**config.mk**
```make
export PLATFORM = sky130hd
export DESIGN_NAME = lp_power_sequencer
export DESIGN_NICKNAME = d
export VERILOG_FILES = /design/src/rtl/lp_power_sequencer.sv
export SDC_FILE = /design/constraint.sdc
export NUM_CORES = 1
export LEC_CHECK = 0
export BUFFER_PORTS_ARGS = -buffer_cell sky130_fd_sc_hd__buf_2
export CAP_MARGIN = 20
export CORE_MARGIN = 2
export CORE_UTILIZATION = 57
export DETAILED_ROUTE_END_ITERATION = 12
export PLACE_DENSITY = 0.93
export SKIP_LAST_GASP = 1
export SYNTH_ARGS = -nofsm -noshare
export SYNTH_HDL_FRONTEND = slang
export SYNTH_SLANG_ARGS = --single-unit
```
**constraint.sdc**
```tcl
create_clock -name upf_clk -period 5.5 [get_ports upf_clk]
set_input_delay 1.1 -clock upf_clk [delete_from_list [all_inputs] [get_ports upf_clk]]
set_output_delay 1.1 -clock upf_clk [all_outputs]
set_load 0.03 [all_outputs]
```
**src/rtl/lp_power_sequencer.sv**
```systemverilog
// Power sequencer for four switchable domains: runs isolate/save/switch-off and
// switch-on/restore/de-isolate sequences one request at a time. Optional LP_PWR_ACK_EN adds rail-status gating of the waits.
module lp_power_sequencer #(
  parameter int unsigned PWR_OFF_WAIT = 2,
  parameter int unsigned PWR_ON_WAIT  = 4,
  parameter int unsigned CNT_W        = 4
) (
  input  logic       upf_clk,
  input  logic       soc_reset,
  input  logic       req_valid,
  input  logic [1:0] req_dom,
  input  logic       req_on,
`ifdef LP_PWR_ACK_EN
  input  logic [3:0] pwr_ack,
`endif
  output logic       req_ready,
  output logic       done,
  output logic [3:0] pwr_sw_en,
  output logic [3:0] iso_en,
  output logic [3:0] ret_save,
  output logic [3:0] ret_restore,
  output logic [3:0] en_dom
);

  typedef enum logic [2:0] {
    S_IDLE,
    S_ISO,
    S_SAVE,
    S_OFF_WAIT,
    S_ON_WAIT,
    S_RESTORE,
    S_DONE
  } state_t;

  state_t           state, state_nx;
  logic [1:0]       dom, dom_nx;
  logic [CNT_W-1:0] cnt, cnt_nx;
  logic [3:0]       dom_mask, req_mask;
  logic [3:0]       pwr_nx, iso_nx, en_nx, save_nx, restore_nx;
  logic             ready_nx, done_nx;
  logic             wait_expired, off_ack_ok, on_ack_ok;

  assign dom_mask     = 4'b0001 << dom;
  assign req_mask     = 4'b0001 << req_dom;
  // The counter keeps falling past 1 while an ack is outstanding, so "expired" covers 0 too.
  assign wait_expired = (cnt <= CNT_W'(1));

`ifdef LP_PWR_ACK_EN
  assign off_ack_ok = ~pwr_ack[dom];
  assign on_ack_ok  =  pwr_ack[dom];
`else
  assign off_ack_ok = 1'b1;
  assign on_ack_ok  = 1'b1;
`endif

  always_ff @(posedge upf_clk) begin
    if (soc_reset) begin
      state       <= S_IDLE;
      dom         <= '0;
      cnt         <= '0;
      req_ready   <= 1'b1;
      done        <= 1'b0;
      pwr_sw_en   <= '1;
      en_dom      <= '1;
      iso_en      <= '0;
      ret_save    <= '0;
      ret_restore <= '0;
    end else begin
      state       <= state_nx;
      dom         <= dom_nx;
      cnt         <= cnt_nx;
      req_ready   <= ready_nx;
      done        <= done_nx;
      pwr_sw_en   <= pwr_nx;
      en_dom      <= en_nx;
      iso_en      <= iso_nx;
      ret_save    <= save_nx;
      ret_restore <= restore_nx;
    end
  end

  always_comb begin
    state_nx   = state;
    dom_nx     = dom;
    cnt_nx     = cnt;
    pwr_nx     = pwr_sw_en;
    iso_nx     = iso_en;
    en_nx      = en_dom;
    save_nx    = '0;
    restore_nx = '0;
    ready_nx   = 1'b0;
    done_nx    = 1'b0;

    unique case (state)
      S_IDLE: begin
        ready_nx = 1'b1;
        if (req_valid && req_ready) begin
          dom_nx   = req_dom;
          ready_nx = 1'b0;
          if (req_on == en_dom[req_dom]) begin
            state_nx = S_DONE;
            done_nx  = 1'b1;
          end else if (req_on) begin
            state_nx = S_ON_WAIT;
            pwr_nx   = pwr_sw_en | req_mask;
            cnt_nx   = CNT_W'(PWR_ON_WAIT);
          end else begin
            state_nx = S_ISO;
            iso_nx   = iso_en | req_mask;
            en_nx    = en_dom & ~req_mask;
          end
        end
      end
      S_ISO: begin
        state_nx = S_SAVE;
        save_nx  = dom_mask;
      end
      S_SAVE: begin
        state_nx = S_OFF_WAIT;
        pwr_nx   = pwr_sw_en & ~dom_mask;
        cnt_nx   = CNT_W'(PWR_OFF_WAIT);
      end
      S_OFF_WAIT: begin
        if (wait_expired && off_ack_ok) begin
          state_nx = S_DONE;
          done_nx  = 1'b1;
          cnt_nx   = '0;
        end else if (cnt != '0) begin
          cnt_nx = cnt - CNT_W'(1);
        end
      end
      S_ON_WAIT: begin
        if (wait_expired && on_ack_ok) begin
          state_nx   = S_RESTORE;
          restore_nx = dom_mask;
          cnt_nx     = '0;
        end else if (cnt != '0) begin
          cnt_nx = cnt - CNT_W'(1);
        end
      end
      S_RESTORE: begin
        state_nx = S_DONE;
        iso_nx   = iso_en & ~dom_mask;
        en_nx    = en_dom | dom_mask;
        done_nx  = 1'b1;
      end
      S_DONE: begin
        state_nx = S_IDLE;
        ready_nx = 1'b1;
      end
      default: begin
        state_nx = S_IDLE;
        ready_nx = 1'b1;
      end
    endcase
  end

endmodule

```
Word-level counts from Yosys, hierarchy flattened

Cells that the tools add are included.

Add/sub/neg operators: 1
Multiply operators: 0
Divide/modulo/power cells: 0
Order comparisons: 2
Equality and inequality tests: 13
Shift-type cells: 2
Muxes and demuxes: 32
Bitwise logic cells: 11
Reduce and logical (&&, ||, !) cells: 15

Operator list:

| operator              | number |
|---|---|
| $mux W4               | 14 |
| $pmux W4 S2           | 3 |
| $pmux W3 S6           | 1 |
| $mux W3               | 5 |
| $and A4 B4 Y4         | 3 |
| $ne A2 B2 Y1 const B  | 6 |
| $or A4 B4 Y4          | 3 |
| $pmux W4 S3           | 1 |
| $not A4 Y4            | 2 |
| $reduce_and A4 Y1     | 2 |
| $shl A1 B2 Y4 const A | 2 |
| $eq A3 B2 Y1 const B  | 2 |
| $eq A3 B3 Y1 const B  | 2 |
| $mux W1               | 5 |
| $reduce_and A5 Y1     | 1 |
| $reduce_or A5 Y1      | 1 |
| $le A4 B1 Y1 const B  | 1 |
| $reduce_bool A2 Y1    | 2 |
| $reduce_bool A4 Y1    | 1 |
| $reduce_or A2 Y1      | 2 |
| $sub A4 B1 Y4 const B | 1 |
| $eq A3 B1 Y1 const B  | 1 |
| $logic_not A3 Y1      | 1 |
| $lt A2 B3 Y1 const B  | 1 |
| other kinds (11)      | 13 |

Register bits: 31
Latch bits: 0
Memory bits (writable): 0
ROM bits: 0
Bits of input ports: 6
Output and inout port bits: 22
Word-level logic and storage cells: 86
Memories: 0

Longest topological paths before layout

Gate-level depths: netlist of the first run.

Depth after elaboration: 7
Mapped depth: 7
Mapped depth without buffers: 7

Worst setup path before layout of the first run

No wires, ideal clock.

Path type: input to register
From: input req_dom[0]
To: register pwr_sw_en[0]
Setup time: 62 ps
Data arrival time: 3022 ps
Required time: 5438 ps
Path slack: 2416 ps
Cell stages on the path: 7
Path buffers: 1
Cell sequence: mux4_2 ha_1 nor2b_1 or4_1 clkbuf_1 or4_1 nand3_1

Word-level cells in the longest chain between the ends: 6
Elaborated cells on any way between the ends: 11
Classes of those cells: eq/ne: 2; shift: 1; mux: 6; bitwise: 1; reduce/logical: 1

RTL lines:

| what                 | RTL line | RTL |
|---|---|---|
| from (decl)          | 11       | `input logic [1:0] req_dom,` |
| $shl A1 B2 Y4        | 44       | `assign req_mask = 4'b0001 << req_dom;` |
| $or A4 B4 Y4         | 105      | `pwr_nx = pwr_sw_en \| req_mask;` |
| $mux W4              | 103      | `end else if (req_on) begin` |
| $mux W4              | 100      | `if (req_on == en_dom[req_dom]) begin` |
| $mux W4              | 97       | `if (req_valid && req_ready) begin` |
| $pmux W4 S2          | 94       | `unique case (state)` |
| to (signal assigned) | 74       | `pwr_sw_en <= pwr_nx;` |
| to (decl)            | 18       | `output logic [3:0] pwr_sw_en,` |

Several ways; a longest one is shown, not always the timed one. The select of a mux whose other input is x is not followed.
A chain may end at the register's enable or synchronous reset.

Final worst setup path of the first run

Ends and elaborated chain as after synthesis.

==> flow_metrics.tcl, run 1 <==
set metrics [dict create \
    status "completed" \
    cts_tree "done" \
    synth-seq-cells 31 \
    first_pass_iters 4 \
    syn_avg_cell_area_sq_um 8.49 \
    io_buffers 27 \
    clkTransAtPathRegs_ns 0.09 \
    synthDistinctLibCells 37 \
    p_sw_share_pct 37.5 \
    r2r_start "en_dom[3]$_SDFFE_PP1P_" \
    peakVddDrop_mv 0.281 \
    post_cts_resize_count 0 \
    yosys.area.top_type_share_pct 44.3 \
    clock_skew_ns 0.00435 \
    fin_cells 219 \
    crit_slowest_cell "or4_1" \
    p_per_area_nw_per_um2 401 \
    cts_max_level 2 \
    wl_per_cell_um 14.5 \
    p_leak_uw 0.000658 \
    synth-async-reset-ratio_pct 0 \
    synth_flop_cell "dfxtp_1" \
    hold_path_class "flip-flop to flip-flop" \
    synthTopCellsByCount "dfxtp_1, nor2_1, nand2_1" \
    crit_family "simple AND/OR/NAND/NOR gates" \
    drt.antenna.violating_nets 0 \
    crit_top_cell "or4_1" \
    synth.area.top_cells "dfxtp_1, nor2_1, o21ai_0" \
    io_pins 28 \
    syn-instance-count 165 \
    cp_max_fo 8 \
    rr_endpoint "pwr_sw_en[0]$_SDFFE_PP1P_" \
    clk_latency_ns 0.33 \
    hold_path_depth 1 \
    worstSetupStartpoint "req_dom[0]" \
    drcViolationCount 0 \
    die_area_sq_um 2870 \
    fill_cells 170 \
    crit_chain "buf_2, mux4_2, ha_1, nor2b_1, or4_1, or4_1, nand3_1" \
    yosys_warnings 0 \
    final_max_slew_viol_count 0 \
    yosysMostFrequentCell "dfxtp_1" \
    max_slew.worst_pin.slew_ns 0.604 \
    routed_wirelength_mm 3.17 \
    pwr-share-clk_pct 23.3 \
    nets 200 \
    overflow 0 \
    critPathKind "primary input to flip-flop" \
    first_global_vias 1149 \
    required_ns 5.78 \
    area_growth_pct 13.8 \
    cts.path.max_buffers 2 \
    cts.sinks 31 \
    hold_buffers 0 \
    grt_usage_pct 24.6 \
    cp.depth 7 \
    rsz0062_at_grt "false" \
    min_period_over_period_pct 55.6 \
    ys_seq_area_share_pct 44.3 \
    layout-drive-gt1-share_pct 19.9 \
    reg2reg_slack_ns 3.07 \
    antenna_found_initial 0 \
    grt_start_max_net_pins 22 \
    critPathMaxStageDelay_ns 0.54 \
    core-area_sq_um 2280 \
    clock-root-buffer "clkbuf_4" \
    cts_buffers 5 \
    syn_nets 175 \
    pwr-share-seq_pct 44.6 \
    switchingPower_uw 240 \
    cp_num_buf_inv 1 \
    die_height_um 53.6 \
    critical_path_arrival_ns 3.34 \
    start_kind "primary input" \
    viasPerCell 6.08 \
    synth_area_sq_um 1400 \
    worstSetupEndpointType "flip-flop" \
    hold_viol_final 0 \
    routabilityCongestion 0.871 \
    maxCapViolations 0 \
    p_comb_share_pct 32.1 \
    post-dp-hpwl_mm 2.31 \
    intPower_uw 400 \
    dp_cells 211 \
    die_w_um 53.6 \
    crit_end "pwr_sw_en[0]$_SDFFE_PP1P_" \
    layout_min_cycle_time_ns 3.06 \
    synth_edf_count 0 \
    drtIter0Drc 67 \
    fmax_mhz 327 \
    via_count 1332 \
    post_cts_buffers 0 \
    diodes 0 \
    worst-r2r-cell-count 6 \
    setup_tns_ns 0 \
    synth_top_area_cell "dfxtp_1" \
    maxSlewHeadroom_pct 59.6 \
    grt_pass1_wl_mm 4.92 \
    rows 17 \
    setup-violations-final 0 \
    initial_core_util_pct 61.6 \
]
[power groups by stage]
stage / Combinational (uW) / Clock, uW / Sequential [uW]
finish: 206 / 149 / 285
global route: 226 / 163 / 291
CTS: 203 / 152 / 284
detailed placement: 201 / 0 / 289
global placement: 190 / 0 / 287
floorplan: 164 / 0 / 284
[logic make-up after synthesis]
group           share of synthesized area [%]
buf+inv                                  5.09
simple gates                             22.6
mux                                      3.75
flops                                    44.3
fa+ha+maj                                3.57
compound gates                           20.7
[cell type report]
class                   instances  area, sq um  area share, %
flip-flops and latches         31          621           38.9
clock buffers                   8         68.8           4.31
well taps                      28         35.0           2.20
inverters                       7         26.3           1.65
multi-input cells             118          709           44.5
repair buffers                 27          135           8.47
[per-stage QoR]
stage	utilization (%)	hold WS, ns	setup WS [ns]	area (sq um)	power, uW
floorplan	-	0.496	2.42	1400	448
global placement	67.1	0.444	2.21	1530	477
detailed placement	67.1	0.452	2.13	1530	490
CTS	70.1	0.475	2.47	1600	639
global route	70.1	0.498	2.38	1600	680
finish	70.1	0.467	2.44	1600	640
[sequential cells by signal (all words and copies together), names as in the netlist]
| register | flops |
|---|---|
| cnt | 4 |
| dom | 2 |
| done | 1 |
| en_dom | 4 |
| iso_en | 4 |
| pwr_sw_en | 4 |
| req_ready | 1 |
| ret_restore | 4 |
| ret_save | 4 |
| state | 3 |
[worst min path at each step]
| stage | start | endpoint | slack (ns) |
|---|---|---|---|
| floorplan | cnt[3]$_SDFFE_PP0P_ | cnt[3]$_SDFFE_PP0P_ | 0.50 |
| global placement | iso_en[2]$_SDFFE_PP0P_ | iso_en[2]$_SDFFE_PP0P_ | 0.44 |
| detailed placement | iso_en[3]$_SDFFE_PP0P_ | iso_en[3]$_SDFFE_PP0P_ | 0.45 |
| CTS | iso_en[1]$_SDFFE_PP0P_ | iso_en[1]$_SDFFE_PP0P_ | 0.48 |
| global route | iso_en[1]$_SDFFE_PP0P_ | iso_en[1]$_SDFFE_PP0P_ | 0.50 |
| finish | iso_en[3]$_SDFFE_PP0P_ | iso_en[3]$_SDFFE_PP0P_ | 0.47 |
[routing by layer]
layer	part of all wire [%]	track usage, %
met2	49	39.5
met1	39	27.9
met5	0	0
met3	9.1	9.44
met4	2.6	13.7
[cell usage in the layout, fill, tap and decap left out, types with 2 or more instances in the layout]
master,n
mux2i_1,3
o21a_1,7
dfxtp_1,31
buf_2,27
or4_1,2
ha_1,4
or3_1,2
a21oi_1,8
nor2_1,26
nand2_1,12
inv_1,7
o311ai_0,3
nand3_1,3
clkbuf_4,5
nor3_1,7
a31oi_1,6
nor2b_1,2
nand3b_1,2
clkbuf_8,2
o21ai_0,11
nand2b_1,4
Power figures use the tool's default switching activity.
==> run 2, diff against run 1 <==
--- a/config.mk
+++ b/config.mk
@@ -8,9 +8,9 @@
 export BUFFER_PORTS_ARGS = -buffer_cell sky130_fd_sc_hd__buf_2
 export CAP_MARGIN = 20
 export CORE_MARGIN = 2
-export CORE_UTILIZATION = 57
+export CORE_UTILIZATION = 53
 export DETAILED_ROUTE_END_ITERATION = 12
-export PLACE_DENSITY = 0.93
+export PLACE_DENSITY = 0.88
 export SKIP_LAST_GASP = 1
 export SYNTH_ARGS = -nofsm -noshare
 export SYNTH_HDL_FRONTEND = slang
==> constraint.sdc (replaced) <==
create_clock -name upf_clk -period 3 [get_ports upf_clk]
set_input_delay 0.6 -clock upf_clk [delete_from_list [all_inputs] [get_ports upf_clk]]
set_output_delay 0.6 -clock upf_clk [all_outputs]
set_load 0.03 [all_outputs]
==> flow_metrics.tcl, run 2 (synthesized netlist as in run 1, its figures left out) <==
set metrics [dict create \
    final_max_slew_viol_count 0 \
    post_cts_buffers 0 \
    peakVddDrop_mv 0.575 \
    required_ns 3.28 \
    post-dp-hpwl_mm 2.36 \
    setup-violations-final 0 \
    core-area_sq_um 2500 \
    p_per_area_nw_per_um2 764 \
    grt_pass1_wl_mm 5.51 \
    dp_cells 213 \
    hold_viol_final 0 \
    die_w_um 55.4 \
    fill_cells 197 \
    drcViolationCount 0 \
    cp_max_fo 8 \
    rsz0062_at_grt "false" \
    drt.antenna.violating_nets 0 \
    final_common_cell "dfxtp_1" \
    fmax_mhz 392 \
    holdWs_ns 0.472 \
    critical_path_arrival_ns 2.83 \
    hold_buffers 0 \
    grt_start_max_net_pins 22 \
    setup_tns_ns 0 \
    via_count 1332 \
    area_growth_pct 15.3 \
    cts_buffers 5 \
    cp_num_buf_inv 1 \
    max_slew.worst_pin.slew_ns 0.563 \
    cts.sinks 31 \
    grt_usage_pct 22.3 \
    first_global_vias 1243 \
    seqCellArea_sq_um 621 \
    p_leak_uw 0.000668 \
    layout_common_cells "dfxtp_1, buf_2, nor2_1" \
    io_buffers 27 \
    layout-drive-gt1-share_pct 20.4 \
    crit_chain "buf_2, mux4_2, ha_1, nor2b_1, or4_1, or4_1, nand3_1" \
    maxSlewHeadroom_pct 62.4 \
    diodes 0 \
    min_from "iso_en[1]$_SDFFE_PP0P_" \
    cts.path.max_buffers 2 \
    min_period_over_period_pct 84.9 \
    status "completed" \
    die_height_um 55.4 \
    critPathKind "primary input to flip-flop" \
    drtIter0Drc 63 \
    crit_top_cell "or4_1" \
    viasPerCell 6.03 \
    pre_cts_ws_ns 0.127 \
    wl_per_cell_um 14.5 \
    routabilityCongestion 0.844 \
    fin_cells 221 \
    crit_family "simple AND/OR/NAND/NOR gates" \
    rows 18 \
    layout_min_cycle_time_ns 2.55 \
    antenna_found_initial 0 \
    worstSetupStartpoint "req_dom[0]" \
    clk_latency_ns 0.33 \
    clock_skew_ns 0.0107 \
    maxCapViolations 0 \
    overflow 0 \
    multiInputGateArea_sq_um 709 \
    worstSetupEndpointType "flip-flop" \
    clkTransAtPathRegs_ns 0.10 \
    start_kind "primary input" \
    hold_path_class "flip-flop to flip-flop" \
    nets 200 \
    post_cts_resize_count 0 \
    initial_core_util_pct 56.1 \
    clock-root-buffer "clkbuf_4" \
    layout_setup_ws_ns 0.452 \
    routed_wirelength_mm 3.22 \
    crit_slowest_cell "or4_1" \
    die_area_sq_um 3070 \
    cts_tree "done" \
    first_pass_iters 4 \
    critPathMaxStageDelay_ns 0.54 \
    cts_max_level 2 \
    io_pins 28 \
    r2r_start "en_dom[2]$_SDFFE_PP1P_" \
]
-- run 2: power breakdown --
| part | total [uW] | switching [uW] | internal, uW |
|---|---|---|---|
| logic | 373 | 231 | 142 |
| clock network | 338 | 141 | 197 |
| registers | 523 | 68.3 | 455 |
-- run 2: layout make-up --
class	instances	share of cell area (%)
clock buffer	6	3.18
timing repair buffer	27	8.37
sequential	31	38.4
tap	30	2.32
inverter	7	1.63
clock inverter	2	2.17
multi-input combinational	118	43.9
-- run 2: metal layers --
layer | global-route usage [%] | up-vias | part of all wire (%)
met4 | 8.71 | 0 | 1.2
met2 | 36.2 | 63 | 49
met5 | 0 | - | 0
li1 | - | 638 | -
met3 | 6.79 | 9 | 7.7
met1 | 27.5 | 622 | 42
-- run 2: through the flow --
step	total power, uW	util [%]	instance area (sq um)
floorplan	821	-	1400
detailed placement	897	61.2	1530
global placement	878	61.2	1530
CTS	1230	64.6	1620
global route	1310	64.6	1620
finish	1230	64.6	1620
-- run 2: path summary, 6_finish.rpt --
check	to	slack (ns)	cells past startpoint
setup / recovery	pwr_sw_en[0]$_SDFFE_PP1P_	0.45	7
hold / removal	iso_en[1]$_SDFFE_PP0P_	0.47	1
setup reg to reg	pwr_sw_en[0]$_SDFFE_PP1P_	0.59	6
hold reg to reg	iso_en[1]$_SDFFE_PP0P_	0.47	1
-- run 2: worst register-to-register path, stage by stage, from the launching register on --
cell and delay (ns):
dfxtp_1 0.34, mux4_2 0.47, ha_1 0.35, nor2b_1 0.15, or4_1 0.54, or4_1 0.44, nand3_1 0.09
==> run 3, diff against run 2 <==
==> constraint.sdc (replaced) <==
create_clock -name upf_clk -period 2.5 [get_ports upf_clk]
set_input_delay 0.5 -clock upf_clk [delete_from_list [all_inputs] [get_ports upf_clk]]
set_output_delay 0.5 -clock upf_clk [all_outputs]
set_load 0.03 [all_outputs]
==> flow_metrics.tcl, run 3 (synthesized netlist as in run 1, its figures left out) <==
set metrics [dict create \
    status "completed" \
    fmax_mhz 433 \
    grt_start_max_net_pins 22 \
    routabilityCongestion 0.847 \
    first_global_vias 1141 \
    grt_usage_pct 21.1 \
    placed_area_sq_um 1550 \
    die_height_um 55.4 \
    die_area_sq_um 3070 \
    rr_endpoint "pwr_sw_en[0]$_SDFFE_PP1P_" \
    start_kind "flip-flop" \
    clock-root-buffer "clkbuf_4" \
    via_count 1307 \
    r2r_start "en_dom[3]$_SDFFE_PP1P_" \
    post-dp-hpwl_mm 2.34 \
    core-area_sq_um 2500 \
    drtIter0Drc 62 \
    wl_per_cell_um 13.8 \
    layout_common_cells "dfxtp_1, buf_2, nor2_1" \
    hold_viol_final 0 \
    final_max_slew_viol_count 0 \
    pre_cts_ws_ns -0.124 \
    initial_core_util_pct 56.1 \
    min_period_over_period_pct 92.4 \
    setup-violations-final 0 \
    dp_cells 216 \
    cts_buffers 5 \
    grt_pass1_wl_mm 5.22 \
    worst-r2r-cell-count 6 \
    required_ns 2.77 \
    layout_min_cycle_time_ns 2.31 \
    peakVddDrop_mv 0.544 \
    cp_max_fo 8 \
    cts.sinks 31 \
    routed_wirelength_mm 3.09 \
    diodes 0 \
    clock_skew_ns 0.00547 \
    post_cts_resize_count 0 \
    rsz0062_at_grt "false" \
    clkTransAtPathRegs_ns 0.09 \
    layout_setup_ws_ns 0.189 \
    final_util_pct 64.2 \
    fin_area_sq_um 1600 \
    rows 18 \
    worstSetupEndpointType "flip-flop" \
    io_pins 28 \
    drt.antenna.violating_nets 0 \
    layout-drive-gt1-share_pct 21.6 \
    post_cts_buffers 0 \
    clk_latency_ns 0.32 \
    viasPerCell 5.83 \
    p_leak_uw 0.000669 \
    cts_max_level 2 \
    hold_buffers 0 \
    cts_tree "done" \
    die_w_um 55.4 \
    seqCellArea_sq_um 621 \
    p_per_area_nw_per_um2 836 \
    area_growth_pct 14.5 \
    holdWs_ns 0.471 \
    crit_end "pwr_sw_en[0]$_SDFFE_PP1P_" \
    critPathKind "flip-flop to flip-flop" \
    fill_cells 210 \
    critical_path_arrival_ns 2.59 \
    io_buffers 27 \
    maxSlewHeadroom_pct 65.8 \
    hold_path_class "flip-flop to flip-flop" \
    fin_cells 224 \
    multiInputGateArea_sq_um 709 \
    first_pass_iters 4 \
    antenna_found_initial 0 \
    final_common_cell "dfxtp_1" \
    cts.path.max_buffers 2 \
    worstSetupStartpoint "en_dom[3]$_SDFFE_PP1P_" \
    maxCapViolations 0 \
    reg2reg_slack_ns 0.19 \
    overflow 0 \
    nets 203 \
    drcViolationCount 0 \
    max_slew.worst_pin.slew_ns 0.511 \
]
==> run 3: worst min-delay path by stage <==
stage	from	to	slack [ns]	depth (start not counted)
2_1_floorplan	cnt[3]$_SDFFE_PP0P_	cnt[3]$_SDFFE_PP0P_	0.50	2
3_3_place_gp	iso_en[0]$_SDFFE_PP0P_	iso_en[0]$_SDFFE_PP0P_	0.44	1
3_5_place_dp	iso_en[3]$_SDFFE_PP0P_	iso_en[3]$_SDFFE_PP0P_	0.45	1
4_1_cts	iso_en[3]$_SDFFE_PP0P_	iso_en[3]$_SDFFE_PP0P_	0.48	1
5_1_grt	iso_en[3]$_SDFFE_PP0P_	iso_en[3]$_SDFFE_PP0P_	0.49	1
6_report	iso_en[3]$_SDFFE_PP0P_	iso_en[3]$_SDFFE_PP0P_	0.47	1
==> run 3: stage by stage <==
step	total power (uW)	TNS, ns
after floorplan	986	0
after global placement	1050	-0.110
after detailed placement	1080	-0.390
after CTS	1340	0
after global routing	1430	0
final	1340	0
==> run 3: layout make-up <==
cell class | instances | area share, %
Timing Repair Buffer | 30 | 9.83
Multi-Input combinational cell | 118 | 44.2
Tap cell | 30 | 2.34
Clock buffer | 5 | 2.34
Clock inverter | 3 | 0.936
Sequential cell | 31 | 38.7
Inverter | 7 | 1.64
==> run 3: worst max-delay path, cell delays in order (launching register included) <==
cell and delay (ns):
dfxtp_1 0.33, mux4_2 0.47, ha_1 0.29, nor2b_1 0.12, or4_1 0.52, or4_1 0.43, nand3_1 0.09
==> run 3: report_power, final <==
group | internal [uW] | switching, uW | total [uW] | leakage, uW
registers | 545 | 84.9 | 630 | 0.000252
clock network | 104 | 163 | 268 | 0.0000347
logic | 173 | 270 | 443 | 0.000382
==> run 3: per-layer routing <==
metal / wire (um) / share of wire [%] / GRT usage (%)
met2: 1460 / 47 / 32.5
met3: 252 / 8.1 / 5.39
met1: 1350 / 44 / 28.7
met4: 30 / 0.97 / 7.32
met5: 0 / 0 / 0
